--- src/rtl/onehot_mux_pipe.sv ---
// onehot_mux_pipe: N-to-1 one-hot-select multiplexer with a registered
// pipeline, valid/ready handshake under a global stall, per-beat select
// checking and a saturating illegal-select counter.
//
// Ports:
//   sys_clk    in   clock, rising edge
//   rstn       in   asynchronous active-low reset
//   sw_in      in   packed channels, channel k at [k*BITWIDTH +: BITWIDTH]
//   in_src     in   one-hot channel select
//   in_valid   in   input beat valid
//   in_ready   out  beat can be accepted this cycle (combinational)
//   sw_out     out  selected data of the output beat
//   out_valid  out  output beat valid
//   out_ready  in   downstream accepts the output beat
//   sel_err    out  output beat had an illegal select
//   err_cnt    out  saturating count of accepted illegal-select beats
//   err_clr    in   synchronous clear of err_cnt (wins over an increment)
module onehot_mux_pipe #(
    parameter int unsigned NUM_IN     = 4,
    parameter int unsigned BITWIDTH   = 5,
    parameter int unsigned PIPE_DEPTH = 2,
    parameter int unsigned ERR_MODE   = 0,
    parameter int unsigned CNT_W      = 8
) (
    input  logic                       sys_clk,
    input  logic                       rstn,
    input  logic [NUM_IN*BITWIDTH-1:0] sw_in,
    input  logic [NUM_IN-1:0]          in_src,
    input  logic                       in_valid,
    output logic                       in_ready,
    output logic [BITWIDTH-1:0]        sw_out,
    output logic                       out_valid,
    input  logic                       out_ready,
    output logic                       sel_err,
    output logic [CNT_W-1:0]           err_cnt,
    input  logic                       err_clr
);

    localparam int unsigned LAST = PIPE_DEPTH - 1;
    localparam logic [CNT_W-1:0] CNT_MAX = '1;

    // One pipeline stage: beat valid, illegal-select flag and data.
    typedef struct packed {
        logic                valid;
        logic                err;
        logic [BITWIDTH-1:0] data;
    } stage_t;

    logic [BITWIDTH-1:0] or_data_c;
    logic [BITWIDTH-1:0] xor_data_c;
    logic [BITWIDTH-1:0] s0_data_c;
    logic                legal_c;
    logic                advance_c;
    logic                accept_c;

    stage_t              stage_q [PIPE_DEPTH];
    stage_t              stage_d [PIPE_DEPTH];
    logic [CNT_W-1:0]    err_cnt_q;
    logic [CNT_W-1:0]    err_cnt_d;

    // Stage 0: gather the selected channels both as OR and as XOR.
    always_comb begin
        or_data_c  = '0;
        xor_data_c = '0;
        for (int unsigned k = 0; k < NUM_IN; k++) begin
            if (in_src[k]) begin
                or_data_c  = or_data_c  | sw_in[k*BITWIDTH +: BITWIDTH];
                xor_data_c = xor_data_c ^ sw_in[k*BITWIDTH +: BITWIDTH];
            end
        end
    end

    // Exactly one bit set: non-zero and clearing the lowest set bit leaves zero.
    assign legal_c = (in_src != '0) && ((in_src & (in_src - NUM_IN'(1))) == '0);

    // Illegal selects either keep the legacy XOR combine or force zero.
    always_comb begin
        s0_data_c = or_data_c;
        if (!legal_c) begin
            s0_data_c = (ERR_MODE == 0) ? xor_data_c : '0;
        end
    end

    // Global stall: every stage moves only when the output slot frees up.
    assign advance_c = out_ready | ~stage_q[LAST].valid;
    assign accept_c  = in_valid & advance_c;
    assign in_ready  = advance_c;

    // Pipeline next state; bubbles load as all-zero so outputs stay clean.
    always_comb begin
        for (int unsigned i = 0; i < PIPE_DEPTH; i++) begin
            stage_d[i] = stage_q[i];
        end
        if (advance_c) begin
            stage_d[0] = '0;
            if (accept_c) begin
                stage_d[0].valid = 1'b1;
                stage_d[0].err   = ~legal_c;
                stage_d[0].data  = s0_data_c;
            end
            for (int unsigned i = 1; i < PIPE_DEPTH; i++) begin
                stage_d[i] = stage_q[i-1];
            end
        end
    end

    // Pipeline registers.
    always_ff @(posedge sys_clk or negedge rstn) begin
        if (!rstn) begin
            for (int unsigned i = 0; i < PIPE_DEPTH; i++) begin
                stage_q[i] <= '0;
            end
        end else begin
            for (int unsigned i = 0; i < PIPE_DEPTH; i++) begin
                stage_q[i] <= stage_d[i];
            end
        end
    end

    // Illegal-select counter: clear wins, otherwise saturating increment.
    always_comb begin
        err_cnt_d = err_cnt_q;
        if (err_clr) begin
            err_cnt_d = '0;
        end else if (accept_c && !legal_c && (err_cnt_q != CNT_MAX)) begin
            err_cnt_d = err_cnt_q + CNT_W'(1);
        end
    end

    always_ff @(posedge sys_clk or negedge rstn) begin
        if (!rstn) begin
            err_cnt_q <= '0;
        end else begin
            err_cnt_q <= err_cnt_d;
        end
    end

    assign sw_out    = stage_q[LAST].data;
    assign out_valid = stage_q[LAST].valid;
    assign sel_err   = stage_q[LAST].err;
    assign err_cnt   = err_cnt_q;

endmodule

--- config.mk ---
export PLATFORM = sky130hd
export DESIGN_NAME = onehot_mux_pipe
export DESIGN_NICKNAME = d
export VERILOG_FILES = /design/src/rtl/onehot_mux_pipe.sv
export SDC_FILE = /design/constraint.sdc
export NUM_CORES = 1
export LEC_CHECK = 0
export ABC_CLOCK_PERIOD_IN_PS = 1500
export CAP_MARGIN = 20
export CORE_ASPECT_RATIO = 1.1
export CORE_MARGIN = 3
export CORE_UTILIZATION = 42
export CTS_CLUSTER_DIAMETER = 120
export CTS_CLUSTER_SIZE = 28
export DETAILED_ROUTE_END_ITERATION = 10
export PLACE_DENSITY = 0.76
export SLEW_MARGIN = 20
export SYNTH_ARGS = -nofsm -noshare
export SYNTH_HDL_FRONTEND = slang
export SYNTH_SLANG_ARGS = --single-unit
--- constraint.sdc ---
create_clock -name sys_clk -period 1.5 [get_ports sys_clk]
set_input_delay 0.3 -clock sys_clk [delete_from_list [all_inputs] [get_ports sys_clk]]
set_output_delay 0.3 -clock sys_clk [all_outputs]
set_load 0.005 [all_outputs]
======== Yosys cells after proc, flatten, opt, wreduce, memory -nomap -nowiden ========
Cells that the tools add are included.
cells by class
  add/sub/neg operators ................... 2
  eq/ne operators ......................... 1
  muxes and demuxes ....................... 11
  reductions and logical operators ........ 7
  bitwise logic cells ..................... 11
operators with widths
  cell                                               count
  2-to-1 mux 5 bit                                   8
  2-to-1 mux 8 bit                                   2
  OR 5 bit                                           3
  XOR 5 bit                                          3
  adder 8 x 1 -> 8 bit (second input constant)       1
  != test 8 bit (second input constant)              1
  2-to-1 mux 7 bit                                   1
  bitwise AND 4 bit                                  1
  zero test 4 bit                                    1
  nonzero test 4 bit                                 1
  subtractor 4 x 1 -> 4 bit (second input constant)  1
  logical AND 1 bit                                  3
  NOT 1 bit                                          2
  nonzero test 2 bit                                 1
  bitwise AND 1 bit                                  1
  zero test 1 bit                                    1
  OR 1 bit                                           1
word-level totals
  register bits after elaboration ......... 22
  output and inout port bits .............. 16
  logic and storage cells ................. 39
  input port bits ......................... 29

======== Logic depth before layout (Yosys ltp) ========
  word-level depth ........................ 9
  mapped depth ............................ 8
  depth with buffers taken out ............ 7

======== Worst setup path after synthesis ========
Ideal clock, no wire load.
  path kind ............................... input port to flip-flop
  from .................................... input port in_src[0]
  to ...................................... register stage_q[10] (netlist name)
  path buffers ............................ 2
  library setup time ...................... 0.132 ns
  arrival time ............................ 1.544 ns
  path slack .............................. -0.176 ns
  data required time ...................... 1.368 ns
  stages .................................. 7
  path through ............................ buf_2 > or4b_1 > o311ai_4 > buf_8 > o2111ai_1 > o21ai_1 > o21ai_1
on the way
  longest elaborated chain between the ends .. 9
  elaborated cells between the ends (all ways) .. 20
  those cells by class .................... add/sub (1); mux (9); bitwise (7); reduce/logical (3)
RTL lines
  element                                line    text
  start, declared                        28      input logic [NUM_IN-1:0] in_src,
  2-to-1 mux 5 bit                       66      if (in_src[k]) begin
  XOR 5 bit or OR 5 bit (tied branches)  68, 67
  2-to-1 mux 5 bit                       66
  XOR 5 bit or OR 5 bit (tied branches)  68, 67
  2-to-1 mux 5 bit                       66
  XOR 5 bit or OR 5 bit (tied branches)  68, 67
  2-to-1 mux 5 bit                       66
  2-to-1 mux 5 bit *                     79      if (!legal_c) begin
  2-to-1 mux 7 bit *                     96      if (accept_c) begin
  end signal, assigned by index          115     stage_q[i] <= stage_d[i];
  end, declared                          56      stage_t stage_q [PIPE_DEPTH];
Mark *: on every way between the ends. The rest lies on a longest branch, timed or not.
A chain may end at the register's enable or synchronous reset.

======== Final worst setup path ========
  from .................................... register err_cnt_q[3], in the netlist err_cnt[3]
  to ...................................... register err_cnt_q[7], in the netlist err_cnt[7]
on the way
  longest elaborated chain between the ends .. 3
  elaborated cells between the ends (all ways) .. 6
  those cells by class .................... add/sub (1); eq/ne (1); mux (2); reduce/logical (2)
RTL lines
  element                                                 line      text
  start, declared                                         58        logic [CNT_W-1:0] err_cnt_q;
  start signal, assigned                                  134       err_cnt_q <= err_cnt_d;
  adder 8 x 1 -> 8 bit or != test 8 bit (tied branches)   126, 125
  2-to-1 mux 8 bit or logical AND 1 bit (tied branches)   125       end else if (accept_c && !legal_c && (err_cnt_q != CNT_MAX)) begin
  2-to-1 mux 8 bit or nonzero test 2 bit (tied branches)  -
Parallel ways exist; a longest one is shown, timed or not. The select of a mux whose other input is x is not followed.

==> results.md <==
- Status: complete, no violations
- Ys Warns: 0
- Post-DR wirelength/cell: 11.0 µm
- Power, Total: 1.47 mW
- Initial Util: 46.1%
- Ant. Diodes: 0
- Critical path peak fanout: 4
- Layout area overhead: 52.4%
- #FFs+latches synth: 22
- Final ANT Viol Nets: 0
- Unique masters post-synth: 28
- Crit start category: register
- FF-to-FF End: err_cnt[7]$_DFFE_PN0P_
- Worst skew pair latency: 0.30 ns
- Sw Share: 28.2%
- Initial antenna violation count: 0
- Clock tree sinks: 22
- CTS max path bufs: 2
- Setup TNS Final: 0 ns
- Post-detail-place hpwl: 2420 µm
- Setup WS post-layout: 0.0356 ns
- Net count after synthesis: 213
- Setup WS pre-CTS: -0.610 ns
- Chip Height: 67.9 µm
- Average vias per placed instance: 4.72
- Number of synthesized flops with an enable pin: 0
- Static leakage: 1.12 nW
- GRT overflow: 0
- Clock share of power: 17.2%
- Top-area cell type share of the netlist area: 37.6%
- Clk slew on worst S/H paths: 0.11 ns
- Switching power: 415 µW
- Clock Tree Root: clkbuf_4
- Fraction of registers with async set/reset: 100%
- WS Path Type: reg2reg
- Fillers: 267
- Flop-to-flop setup slack: 0.04 ns
- Drt total wl: 3210 µm
- GRT met2 Usage: 29.0%
- Pre-antenna DRT Iters: 6
- Core Region: 3180 µm²
- Crit-path cells: buf_6 -> nand4_1 -> buf_4 -> nor4_4 -> xnor2_1 -> nor2_1
- Count leader, synth: nand2_1
- Int Power: 1.06 mW
- Die Span X: 62.3 µm
- Clock Skew: 0.00441 ns
- R2R depth: 6
- Slew HR: 78.2%
- Cells after Synth: 178
- Row cnt: 21
- Total track usage: 15.7%
- I/O Pins: 45
- Avg Cell Area, Syn: 8.23 µm²
- GR peak layer: met2
- Max cap viols: 0
- Worst EP arrival: 1.64 ns
- Cts hold-fix bufs: 0
- Vias in the first global route: 1310
- Required time of the critical path: 1.68 ns
- Worst setup EP type: register
- Design area: 2230 µm²
- Seq. cell area: 551 µm²
- VDD IR max: 269 µV
- Cts bufs inserted: 3
- Wire length of the first global-routing pass: 5420 µm
- Part of the power in combinational logic: 35.3%
- Reg2reg start: err_cnt[3]$_DFFE_PN0P_
- Ys flop type: dfrtp_1
- DR DRC count: 0
- Dpl cell area: 2070 µm²
- Reg power frac: 47.5%
- Final hold viol count: 0
- Port bufs: 44
- Synth top area cells: dfrtp_1 38%, nand2_1 12%, xnor2_1 11%, ha_1 5.1%, inv_1 3.3%
- Crit share post-route: 97.6%
- Fraction of layout cells with a size suffix above 1: 23.7%
- Final setup viols: 0
- Met3 Use GR: 1.15%
- Seq/Total Area, Yosys: 37.6%
- Worst path max stage delay: 0.39 ns
- CTS tree: yes
- Final Core Density: 70.2%
- Mapped cell area: 1470 µm²
- Die area: 4230 µm²
- Fmax: 683 MHz
- Most area-hungry cell type in the Yosys netlist: dfrtp_1
- P per Cell Area: 659 nW/µm²
- GP Congestion: 0.889
- Worst min path class: in2async
- RSZ-0062 raised after global routing: true
- H-tree Lvls: 1
- Slowest cell on crit path: dfrtp_1
- Largest net degree at the start of global routing: 23
- Met1 usage: 19.2%
- Tmin final: 1.46 ns
- Number of DRC markers in iteration 0: 45
- Area of the multi-input gates: 846 µm²
- Vias: 1374
- Max-slew violations: 0
- Nets@finish: 282
- Synth top cells by count: 48 x nand2_1, 22 x dfrtp_1, 18 x xnor2_1
- Worst-Margin Slew: 0.326 ns
[kinds of logic after synthesis]
family | after synthesis | share of synthesized area [%]
buf+inv | 28 | 9.99
fa+ha+maj | 6 | 5.12
xor+xnor | 18 | 10.8
compound gates | 28 | 13.2
mux | 1 | 0.683
simple gates | 75 | 22.7
flops | 22 | 37.6
[repair_timing]
item / in CTS / in global routing
pin swaps: 5 / 14
buffers inserted: 5 / 3
setup endpoints to repair: 23 / 19
gates resized for setup: 27 / 22
[per-layer routing]
metal | vias to the layer above | routed length [µm]
met5 | - | 0
met4 | 0 | 44
met3 | 4 | 101
met2 | 39 | 1580
met1 | 611 | 1480
li1 | 720 | -
[worst max-delay path: cells and delay by family, from the launching register on]
kind                   cells  cell delay, ns
flip-flops                 1            0.39
XOR/XNOR                   1            0.15
AND/OR/NAND/NOR            3            0.49
buffers and inverters      2            0.31
[through the flow]
step	cells	hold WS (ns)
global route	291	0.345
finish	291	0.334
CTS	288	0.338
detailed placement	280	0.444
global placement	280	0.443
floorplan	178	0.00441
[sequential cells by signal, indices dropped and copies added (netlist names)]
register,cells
sel_err,1
err_cnt,8
sw_out,5
out_valid,1
stage_q,7
[final cells by class]
class / count / area share [%]
clock buffers: 3 / 1.01
inverters: 13 / 2.18
multi-input cells: 128 / 37.9
flip-flops and latches: 22 / 24.6
well taps: 46 / 2.58
repair buffers: 79 / 31.7
[power groups by stage]
stage	clock, mW	combinational (mW)	sequential [mW]
floorplan	0	0.283	0.712
global placement	0	0.492	0.711
detailed placement	0	0.502	0.714
CTS	0.262	0.513	0.702
global route	0.282	0.580	0.710
finish	0.253	0.519	0.700
[cell usage in the layout (no fill, tap or decap)]
cell type	instances
a21boi_0	5
and3_1	1
buf_2	2
buf_4	31
buf_6	4
clkbuf_2	2
clkbuf_4	3
clkdlybuf4s50_1	27
dfrtp_1	22
dlygate4sd2_1	6
dlymetal6s2s_1	7
ha_1	6
inv_1	12
inv_2	1
mux2i_1	1
nand2_1	46
nand2_2	2
nand2b_1	1
nand3_1	2
nand3_2	1
nand4_1	2
nor2_1	10
nor2b_4	1
nor3_1	1
nor3_2	1
nor3_4	1
nor4_2	3
nor4_4	1
o2111ai_1	5
o21ai_0	5
o21ai_1	11
o21ai_2	1
o311ai_4	1
or4b_4	2
xnor2_1	17
xnor2_2	1
[how the worst max path moves through the flow]
| stage | end | from | cells past startpoint | slack [ns] |
|---|---|---|---|---|
| detailed placement | err_cnt[5]$_DFFE_PN0P_ | in_src[0] | 7 | -0.61 |
| global placement | err_cnt[5]$_DFFE_PN0P_ | in_src[0] | 7 | -0.55 |
| floorplan | stage_q[10]$_DFFE_PN0N_ | in_src[0] | 7 | -0.14 |
| CTS | err_cnt[5]$_DFFE_PN0P_ | in_src[0] | 7 | -0.00008 |
| finish | err_cnt[7]$_DFFE_PN0P_ | err_cnt[3]$_DFFE_PN0P_ | 6 | 0.04 |
| global route | err_cnt[6]$_DFFE_PN0P_ | out_valid$_DFFE_PN0N_ | 7 | -0.08 |
Power figures use the tool's default switching activity.
